===== src/rtl/fp_add_pipe_if.sv =====
// Valid/ready operand and result channels of the pipelined floating-point adder.
// The master drives operands and result acceptance; the slave is the adder.
interface fp_add_pipe_if #(
   parameter int W = 32
);
   logic         in_valid;
   logic         in_ready;
   logic [W-1:0] in_a;
   logic [W-1:0] in_b;
   logic         in_sub;
   logic         out_valid;
   logic         out_ready;
   logic [W-1:0] out_result;
   logic [3:0]   out_flags;

   modport master (
      output in_valid, in_a, in_b, in_sub, out_ready,
      input  in_ready, out_valid, out_result, out_flags
   );

   modport slave (
      input  in_valid, in_a, in_b, in_sub, out_ready,
      output in_ready, out_valid, out_result, out_flags
   );
endinterface


===== src/rtl/fp_add_pipe.sv =====
// Three-stage IEEE-754 adder/subtractor (unpack+align, add+lzc, normalise+round+pack)
// with RNE rounding, optional flush-to-zero and per-result exception flags.
module fp_add_pipe #(
   parameter int EXP_W = 8,
   parameter int MAN_W = 23,
   parameter int FTZ   = 0
) (
   input logic          clk,
   input logic          rst_n,
   fp_add_pipe_if.slave bus
);
   localparam int W   = 1 + EXP_W + MAN_W;
   localparam int N   = MAN_W + 4;
   localparam int LZW = $clog2(N + 1);
   localparam int EW2 = EXP_W + 2;
   localparam logic [EXP_W-1:0] EXP_ONES = {EXP_W{1'b1}};
   localparam logic [EXP_W-1:0] EXP_ONE  = {{(EXP_W-1){1'b0}}, 1'b1};
   localparam logic [EW2-1:0]   E2_ONE   = {{(EW2-1){1'b0}}, 1'b1};
   localparam logic [W-1:0]     QNAN     = {1'b0, EXP_ONES, 1'b1, {(MAN_W-1){1'b0}}};

   function automatic logic [LZW-1:0] lzc_f(input logic [N-1:0] v);
      logic [LZW-1:0] n;
      n = LZW'(N);
      for (int i = 0; i < N; i++) begin
         if (v[i]) n = LZW'(N - 1 - i);
      end
      return n;
   endfunction

   logic adv_s;
   logic out_valid_q;
   logic [W-1:0] out_result_q, out_result_d;
   logic [3:0]   out_flags_q, out_flags_d;

   assign adv_s          = ~out_valid_q | bus.out_ready;
   assign bus.in_ready   = adv_s;
   assign bus.out_valid  = out_valid_q;
   assign bus.out_result = out_result_q;
   assign bus.out_flags  = out_flags_q;

   // Mantissa layout in N bits: hidden, fraction, guard, round, sticky.
   logic             sa_s, sb_s, swap_s;
   logic [EXP_W-1:0] ea_s, eb_s;
   logic [MAN_W-1:0] fa_s, fb_s;
   logic             a_nan_s, b_nan_s, a_snan_s, b_snan_s, a_inf_s, b_inf_s;

   assign sa_s     = bus.in_a[W-1];
   assign sb_s     = bus.in_b[W-1] ^ bus.in_sub;
   assign ea_s     = bus.in_a[W-2:MAN_W];
   assign eb_s     = bus.in_b[W-2:MAN_W];
   assign fa_s     = (FTZ != 0 && ea_s == {EXP_W{1'b0}}) ? {MAN_W{1'b0}} : bus.in_a[MAN_W-1:0];
   assign fb_s     = (FTZ != 0 && eb_s == {EXP_W{1'b0}}) ? {MAN_W{1'b0}} : bus.in_b[MAN_W-1:0];
   assign a_nan_s  = (ea_s == EXP_ONES) && (fa_s != {MAN_W{1'b0}});
   assign b_nan_s  = (eb_s == EXP_ONES) && (fb_s != {MAN_W{1'b0}});
   assign a_snan_s = a_nan_s & ~fa_s[MAN_W-1];
   assign b_snan_s = b_nan_s & ~fb_s[MAN_W-1];
   assign a_inf_s  = (ea_s == EXP_ONES) && (fa_s == {MAN_W{1'b0}});
   assign b_inf_s  = (eb_s == EXP_ONES) && (fb_s == {MAN_W{1'b0}});
   assign swap_s   = {eb_s, fb_s} > {ea_s, fa_s};

   logic             s1_valid_q, s1_sign_q, s1_sub_q, s1_spec_q, s1_inv_q;
   logic             s1_sign_d, s1_sub_d, s1_spec_d, s1_inv_d;
   logic [EXP_W-1:0] s1_exp_q, s1_exp_d;
   logic [N-1:0]     s1_mx_q, s1_mx_d, s1_my_q, s1_my_d;
   logic [W-1:0]     s1_spec_res_q, s1_spec_res_d;
   logic [EXP_W-1:0] ex_s, ey_s, ey_eff_s, diff_s;
   logic [MAN_W-1:0] fx_s, fy_s;
   logic [N-1:0]     my_s, shr_s;

   // Stage 1: order operands by magnitude, align the smaller one, classify specials.
   always_comb begin
      ex_s      = swap_s ? eb_s : ea_s;
      ey_s      = swap_s ? ea_s : eb_s;
      fx_s      = swap_s ? fb_s : fa_s;
      fy_s      = swap_s ? fa_s : fb_s;
      s1_sign_d = swap_s ? sb_s : sa_s;
      s1_sub_d  = sa_s ^ sb_s;
      s1_exp_d  = (ex_s == {EXP_W{1'b0}}) ? EXP_ONE : ex_s;
      ey_eff_s  = (ey_s == {EXP_W{1'b0}}) ? EXP_ONE : ey_s;
      diff_s    = s1_exp_d - ey_eff_s;
      s1_mx_d   = {|ex_s, fx_s, 3'b000};
      my_s      = {|ey_s, fy_s, 3'b000};
      shr_s     = my_s >> diff_s;
      if (diff_s >= EXP_W'(N - 1)) begin
         s1_my_d = {{(N-1){1'b0}}, |my_s};
      end else begin
         s1_my_d = {shr_s[N-1:1], shr_s[0] | (|(my_s & ~({N{1'b1}} << diff_s)))};
      end
      if (a_nan_s || b_nan_s) begin
         s1_spec_d = 1'b1;  s1_spec_res_d = QNAN;  s1_inv_d = a_snan_s | b_snan_s;
      end else if (a_inf_s && b_inf_s && (sa_s != sb_s)) begin
         s1_spec_d = 1'b1;  s1_spec_res_d = QNAN;  s1_inv_d = 1'b1;
      end else if (a_inf_s) begin
         s1_spec_d = 1'b1;  s1_spec_res_d = {sa_s, EXP_ONES, {MAN_W{1'b0}}};  s1_inv_d = 1'b0;
      end else if (b_inf_s) begin
         s1_spec_d = 1'b1;  s1_spec_res_d = {sb_s, EXP_ONES, {MAN_W{1'b0}}};  s1_inv_d = 1'b0;
      end else begin
         s1_spec_d = 1'b0;  s1_spec_res_d = {W{1'b0}};  s1_inv_d = 1'b0;
      end
   end

   logic             s2_valid_q, s2_sign_q, s2_sub_q, s2_spec_q, s2_inv_q;
   logic [EXP_W-1:0] s2_exp_q;
   logic [N:0]       s2_sum_q, s2_sum_d;
   logic [LZW-1:0]   s2_lzc_q, s2_lzc_d;
   logic [W-1:0]     s2_spec_res_q;

   // Stage 2: effective add/subtract with carry bit and leading-zero count.
   always_comb begin
      if (s1_sub_q) begin
         s2_sum_d = {1'b0, s1_mx_q} - {1'b0, s1_my_q};
      end else begin
         s2_sum_d = {1'b0, s1_mx_q} + {1'b0, s1_my_q};
      end
      s2_lzc_d = lzc_f(s2_sum_d[N-1:0]);
   end

   logic [EW2-1:0]   sh_s, emax_s, lzc_ext_s, norm_e_s, exp_f_s, exp_fld_s;
   logic [N-1:0]     norm_m_s;
   logic [MAN_W:0]   keep_s, mant_f_s;
   logic [MAN_W+1:0] rnd_s;
   logic             rup_s, inex_s, tiny_s;

   // Stage 3: normalise (clamped at the subnormal boundary), round RNE, pack.
   always_comb begin
      lzc_ext_s = EW2'(s2_lzc_q);
      emax_s    = {2'b00, s2_exp_q} - E2_ONE;
      sh_s      = {EW2{1'b0}};
      if (s2_sum_q[N]) begin
         norm_m_s = {s2_sum_q[N:2], s2_sum_q[1] | s2_sum_q[0]};
         norm_e_s = {2'b00, s2_exp_q} + E2_ONE;
      end else begin
         sh_s     = (lzc_ext_s > emax_s) ? emax_s : lzc_ext_s;
         norm_m_s = s2_sum_q[N-1:0] << sh_s;
         norm_e_s = {2'b00, s2_exp_q} - sh_s;
      end
      keep_s = norm_m_s[N-1:3];
      inex_s = |norm_m_s[2:0];
      rup_s  = norm_m_s[2] & (norm_m_s[1] | norm_m_s[0] | keep_s[0]);
      tiny_s = ~norm_m_s[N-1];
      rnd_s  = {1'b0, keep_s} + {{(MAN_W+1){1'b0}}, rup_s};
      if (rnd_s[MAN_W+1]) begin
         mant_f_s = rnd_s[MAN_W+1:1];
         exp_f_s  = norm_e_s + E2_ONE;
      end else begin
         mant_f_s = rnd_s[MAN_W:0];
         exp_f_s  = norm_e_s;
      end
      exp_fld_s = mant_f_s[MAN_W] ? exp_f_s : {EW2{1'b0}};
      if (s2_spec_q) begin
         out_result_d = s2_spec_res_q;
         out_flags_d  = {s2_inv_q, 3'b000};
      end else if (s2_sum_q == {(N+1){1'b0}}) begin
         out_result_d = {s2_sub_q ? 1'b0 : s2_sign_q, {(W-1){1'b0}}};
         out_flags_d  = 4'b0000;
      end else if (FTZ != 0 && tiny_s) begin
         out_result_d = {s2_sign_q, {(W-1){1'b0}}};
         out_flags_d  = 4'b0011;
      end else if (exp_fld_s >= {2'b00, EXP_ONES}) begin
         out_result_d = {s2_sign_q, EXP_ONES, {MAN_W{1'b0}}};
         out_flags_d  = 4'b0101;
      end else begin
         out_result_d = {s2_sign_q, exp_fld_s[EXP_W-1:0], mant_f_s[MAN_W-1:0]};
         out_flags_d  = {2'b00, tiny_s & inex_s, inex_s};
      end
   end

   // Pipeline registers: every stage advances together or holds together.
   always_ff @(posedge clk or negedge rst_n) begin
      if (!rst_n) begin
         s1_valid_q    <= 1'b0;          s2_valid_q    <= 1'b0;
         s1_sign_q     <= 1'b0;          s2_sign_q     <= 1'b0;
         s1_sub_q      <= 1'b0;          s2_sub_q      <= 1'b0;
         s1_spec_q     <= 1'b0;          s2_spec_q     <= 1'b0;
         s1_inv_q      <= 1'b0;          s2_inv_q      <= 1'b0;
         s1_exp_q      <= {EXP_W{1'b0}}; s2_exp_q      <= {EXP_W{1'b0}};
         s1_spec_res_q <= {W{1'b0}};     s2_spec_res_q <= {W{1'b0}};
         s1_mx_q       <= {N{1'b0}};     s1_my_q       <= {N{1'b0}};
         s2_sum_q      <= {(N+1){1'b0}}; s2_lzc_q      <= {LZW{1'b0}};
         out_valid_q   <= 1'b0;
         out_result_q  <= {W{1'b0}};
         out_flags_q   <= 4'b0000;
      end else if (adv_s) begin
         s1_valid_q    <= bus.in_valid;
         s1_sign_q     <= s1_sign_d;
         s1_sub_q      <= s1_sub_d;
         s1_spec_q     <= s1_spec_d;
         s1_inv_q      <= s1_inv_d;
         s1_exp_q      <= s1_exp_d;
         s1_spec_res_q <= s1_spec_res_d;
         s1_mx_q       <= s1_mx_d;
         s1_my_q       <= s1_my_d;
         s2_valid_q    <= s1_valid_q;
         s2_sign_q     <= s1_sign_q;
         s2_sub_q      <= s1_sub_q;
         s2_spec_q     <= s1_spec_q;
         s2_inv_q      <= s1_inv_q;
         s2_exp_q      <= s1_exp_q;
         s2_spec_res_q <= s1_spec_res_q;
         s2_sum_q      <= s2_sum_d;
         s2_lzc_q      <= s2_lzc_d;
         out_valid_q   <= s2_valid_q;
         if (s2_valid_q) begin
            out_result_q <= out_result_d;
            out_flags_q  <= out_flags_d;
         end
      end
   end
endmodule


===== src/flat_wrapper.sv =====
// flat-port wrapper written by rule: the top's interface ports become plain ports
module fp_add_pipe_flat 
#(
   parameter int EXP_W = 8,
   parameter int MAN_W = 23,
   parameter int FTZ   = 0
)
  (clk, rst_n, bus_in_valid, bus_in_a, bus_in_b, bus_in_sub, bus_out_ready, bus_in_ready, bus_out_valid, bus_out_result, bus_out_flags);
  fp_add_pipe_if #(.W(32)) bus_i ();
  input logic clk;
  input logic rst_n;
  input wire logic [$bits(bus_i.in_valid)-1:0] bus_in_valid;
  input wire logic [$bits(bus_i.in_a)-1:0] bus_in_a;
  input wire logic [$bits(bus_i.in_b)-1:0] bus_in_b;
  input wire logic [$bits(bus_i.in_sub)-1:0] bus_in_sub;
  input wire logic [$bits(bus_i.out_ready)-1:0] bus_out_ready;
  output wire logic [$bits(bus_i.in_ready)-1:0] bus_in_ready;
  output wire logic [$bits(bus_i.out_valid)-1:0] bus_out_valid;
  output wire logic [$bits(bus_i.out_result)-1:0] bus_out_result;
  output wire logic [$bits(bus_i.out_flags)-1:0] bus_out_flags;
  assign bus_i.in_valid = bus_in_valid;
  assign bus_i.in_a = bus_in_a;
  assign bus_i.in_b = bus_in_b;
  assign bus_i.in_sub = bus_in_sub;
  assign bus_i.out_ready = bus_out_ready;
  assign bus_in_ready = bus_i.in_ready;
  assign bus_out_valid = bus_i.out_valid;
  assign bus_out_result = bus_i.out_result;
  assign bus_out_flags = bus_i.out_flags;
  fp_add_pipe #(.EXP_W(EXP_W), .MAN_W(MAN_W), .FTZ(FTZ)) u_core (.clk(clk), .rst_n(rst_n), .bus(bus_i));
endmodule

===== config.mk =====
export PLATFORM = sky130hd
export DESIGN_NAME = fp_add_pipe_flat
export DESIGN_NICKNAME = d
export VERILOG_FILES = /design/src/rtl/fp_add_pipe_if.sv /design/src/rtl/fp_add_pipe.sv /design/src/flat_wrapper.sv
export SDC_FILE = /design/constraint.sdc
export NUM_CORES = 1
export LEC_CHECK = 0
export BUFFER_PORTS_ARGS = -buffer_cell sky130_fd_sc_hd__clkbuf_2
export CORE_UTILIZATION = 55
export CTS_BUF_LIST = sky130_fd_sc_hd__clkbuf_16
export DETAILED_ROUTE_END_ITERATION = 10
export PLACE_DENSITY = 0.72
export RECOVER_POWER = 100
export SLEW_MARGIN = 20
export SYNTH_ARGS = -nofsm -noshare
export SYNTH_HDL_FRONTEND = slang
export SYNTH_SLANG_ARGS = --single-unit

===== constraint.sdc =====
create_clock -name clk -period 8.6 [get_ports clk]
set_input_delay 1.72 -clock clk [delete_from_list [all_inputs] [get_ports clk]]
set_output_delay 1.72 -clock clk [all_outputs]
set_load 0.005 [all_outputs]

==> qor.yml <==
period_share_pct: 95.1
reg2regPathDepth: 25
antenna_found_initial: 0
grt_max_degree: 101
vias_per_cell: 6.72
clkLatencyLatePin_ps: 450
die-area_um2: 30900
start_util_pct: 56.0
fp.dieH_um: 176
cts_hold_repair.buffers: 0
cp-end-kind: "flip-flop"
worstSetupStartpointType: "input pin"
p_total_mw: 6.25
timing.final.max_slew_violations: 202
r2r_setup_slack_ps: 570
seqPwrFrac_pct: 20.7
grtUsageMet3_pct: 5.97
cts_max_level: 4
r2r-end: "u_core.bus.out_result[11]"
p_leak_nw: 7.65
drv_cap: 3
dr.pass1.iters: 8
hpwlAfterDp_um: 45400
rsz0062_at_grt: "no"
power.internal_mw: 2.80
nets: 2404
yosys_warnings: 0
grt_busiest_layer: "met2"
worst-setup-path-type: "input pin to flip-flop"
diodes: 0
setup_viol: 0
power_frac_comb_pct: 67.5
syn_to_final_growth_pct: 7.77
tightest_slew_ps: 4230
ys_seq_area_share_pct: 22.7
synthesis.nets: 2372
holdWs_ps: 470
routed_wl_um: 59900
pwr-share-clk_pct: 11.8
first_iter_violations: 1945
wl_per_cell_um: 22.8
hp-class: "flip-flop to flip-flop"
pin_count: 107
crit_path_top_delay_cell: "fa_1"
root_buffer: "clkbuf_16"
fmax_mhz: 122
syn-cell-area_um2: 16600
vdd_ir_drop_max_v: 0.000207
layout-drive-gt1-share_pct: 12.0
status: "finished, violations left"
grt_pass1_vias: 16771
p_sw_mw: 3.46
cts_tree: "built"
grt_pass1_wl_um: 93800
whs_path_depth: 2
cp.required_ps: 8910
period_minus_slack_ps: 8180
synth_area_per_cell_um2: 7.57
overflow: 0
drc: 1
path_clk_slew_ps: 60
synthArstFlopShare_pct: 100
max_stage_delay_ps: 460
gp_congestion: 1.01
final_hold_viol_count: 0
num_rows: 63
core_um2: 29700
cts.path.max_buffers: 2
port_buffers: 106
grt_usage_pct: 39.0
relSlewSlack_pct: -182
cts.sinks: 151
power_switching_share_pct: 55.3
use_met1_pct: 47.0
synth_top_flop_cell: "dfrtp_1"
grt_use_met2_pct: 66.3
ys_ff_latch: 151
r2r_start: "u_core.s2_exp_q[1]"
arrival_ps: 8490
tns_ps: 0
skew_ps: 14.7
drtAntennaViolNets: 0
die_w_um: 176
crit_fanout: 8
synth_edf_count: 0
synthCells: 2197
p_per_area_nw_per_um2: 349
cts_made_buffers: 17
synth.distinct_cells: 110
min_to: "u_core.s2_spec_res_q[22]"
num_vias: 17691
violations: "design-rule violations, max-capacitance violations, max-slew violations"
hold_start: "u_core.s2_spec_res_q[22]"
==> synthesized netlist by cell type (7+ instances only) <==
| master | count | area (µm²) |
|---|---|---|
| nand2_1 | 323 | 1210 |
| a21oi_1 | 190 | 951 |
| nor2_1 | 187 | 702 |
| dfrtp_1 | 151 | 3780 |
| o21ai_0 | 130 | 651 |
| inv_1 | 123 | 462 |
| ha_1 | 103 | 1290 |
| clkbuf_1 | 99 | 372 |
| nand3_1 | 63 | 315 |
| nor3_1 | 49 | 245 |
| mux2i_1 | 45 | 450 |
| a31oi_1 | 44 | 275 |
| nor4_1 | 36 | 225 |
| nand4_1 | 34 | 213 |
| xnor2_1 | 34 | 298 |
| a21o_1 | 32 | 240 |
| xor2_1 | 29 | 254 |
| a22oi_1 | 27 | 203 |
| a311oi_1 | 26 | 228 |
| mux4_2 | 26 | 586 |
| a2111oi_0 | 25 | 219 |
| o22ai_1 | 24 | 150 |
| buf_2 | 20 | 100 |
| nor2b_1 | 20 | 125 |
| o31ai_1 | 19 | 143 |
| o21ai_1 | 17 | 85.1 |
| o21a_1 | 16 | 120 |
| nand2b_1 | 15 | 93.8 |
| o211ai_1 | 14 | 105 |
| buf_1 | 12 | 45.0 |
| a211oi_1 | 11 | 82.6 |
| or2_2 | 11 | 68.8 |
| or3_1 | 11 | 68.8 |
| a21boi_0 | 10 | 75.1 |
| a32oi_1 | 10 | 87.6 |
| and2_1 | 9 | 56.3 |
| and3_1 | 9 | 56.3 |
| mux2_2 | 9 | 101 |
| o31ai_2 | 8 | 100 |
| a221oi_1 | 7 | 61.3 |
| buf_4 | 7 | 52.6 |
| o221ai_1 | 7 | 61.3 |
==> cell families after synthesis <==
logic type,after synthesis,synth area share [%]
AND/OR/NAND/NOR,809,23.2
multiplexers,82,7.01
buffers and inverters,273,6.70
flip-flops,151,22.7
adder cells (fa/ha/maj),106,8.11
XOR/XNOR,63,3.32
other,1,0.0226
AO/OA/AOI/OAI,712,28.9
==> layout make-up <==
class / count / area [µm²]
clock buffer: 17 / 425
clock inverter: 15 / 145
fill: 2752 / 11800
inverter: 130 / 488
multi-input combinational: 1773 / 11700
sequential: 151 / 3780
tap: 390 / 488
timing repair buffer: 156 / 870
==> critical path: cells and delay by family <==
| kind | cells | cell delay [ps] |
|---|---|---|
| AO/OA/AOI/OAI | 20 | 3850 |
| adder cells (fa/ha/maj) | 3 | 1010 |
| buffers and inverters | 2 | 250 |
| AND/OR/NAND/NOR | 8 | 1640 |
==> placed cells by master (no fill, tap or decap), drive strengths merged, types with 26 or more instances in the layout <==
master,netlist,routed
nand2,324,324
a2111oi,28,28
mux2i,46,46
nand4,36,36
a22oi,27,27
xnor2,34,34
ha,103,103
xor2,29,29
nor3,51,51
o21ai,151,151
o31ai,27,27
nand3,67,67
a31oi,46,46
mux4,26,26
a21oi,191,191
nor4,41,41
a311oi,26,26
inv,128,134
dfrtp,151,151
clkbuf,99,131
nor2,189,189
a21o,32,32
buf,44,42
==> layer usage <==
metal	vias up	share of wire, %
met5	-	0
met4	0	6.2
met3	213	6.9
met2	927	48
met1	8397	39
li1	8154	-
==> power by group through the flow <==
| stage | clock network (mW) | registers, mW | logic, mW |
|---|---|---|---|
| after floorplan | 0 | 1.11 | 3.08 |
| after global placement | 0 | 1.27 | 4.08 |
| after detailed placement | 0 | 1.28 | 4.13 |
| after CTS | 0.747 | 1.27 | 4.16 |
| after global routing | 0.783 | 1.31 | 4.55 |
| final | 0.741 | 1.29 | 4.22 |
==> registers in the layout (all words and copies together) (netlist names), 2 cells and up <==
signal / count
u_core.bus.out_flags: 4
u_core.bus.out_result: 32
u_core.s1_exp_q: 8
u_core.s1_mx_q: 24
u_core.s1_my_q: 27
u_core.s1_spec_res_q: 2
u_core.s2_exp_q: 8
u_core.s2_lzc_q: 5
u_core.s2_spec_res_q: 2
u_core.s2_sum_q: 28
==> per-stage QoR <==
stage          area (µm²)  setup WS [ps]  util [%]  cells
6_report            17900            424      60.3   2632
3_5_place_dp        17500           55.0      58.7   2600
3_3_place_gp        17500            374      58.7   2600
5_1_grt             17900           61.0      60.3   2632
2_1_floorplan       16600           97.6         -   2197
4_1_cts             18000            485      60.7   2632
==> how the worst max path moves through the flow <==
stage                startpoint                 to  slack, ps  cells past startpoint
floorplan           bus_in_a[1]  u_core.s1_my_q[0]        100                     33
global placement    bus_in_a[8]  u_core.s1_my_q[0]        370                     33
detailed placement  bus_in_a[8]  u_core.s1_my_q[0]         60                     32
CTS                 bus_in_a[8]  u_core.s1_my_q[0]        490                     32
global route        bus_in_a[8]  u_core.s1_my_q[0]         60                     33
finish              bus_in_a[8]  u_core.s1_my_q[0]        420                     33
==> what timing repair did <==
action	4_1_cts	5_1_grt
buffers inserted	0	0
endpoints found under the hold margin	0	0
resized for setup	0	1
setup endpoints to repair	0	1
Power figures use the tool's default switching activity.
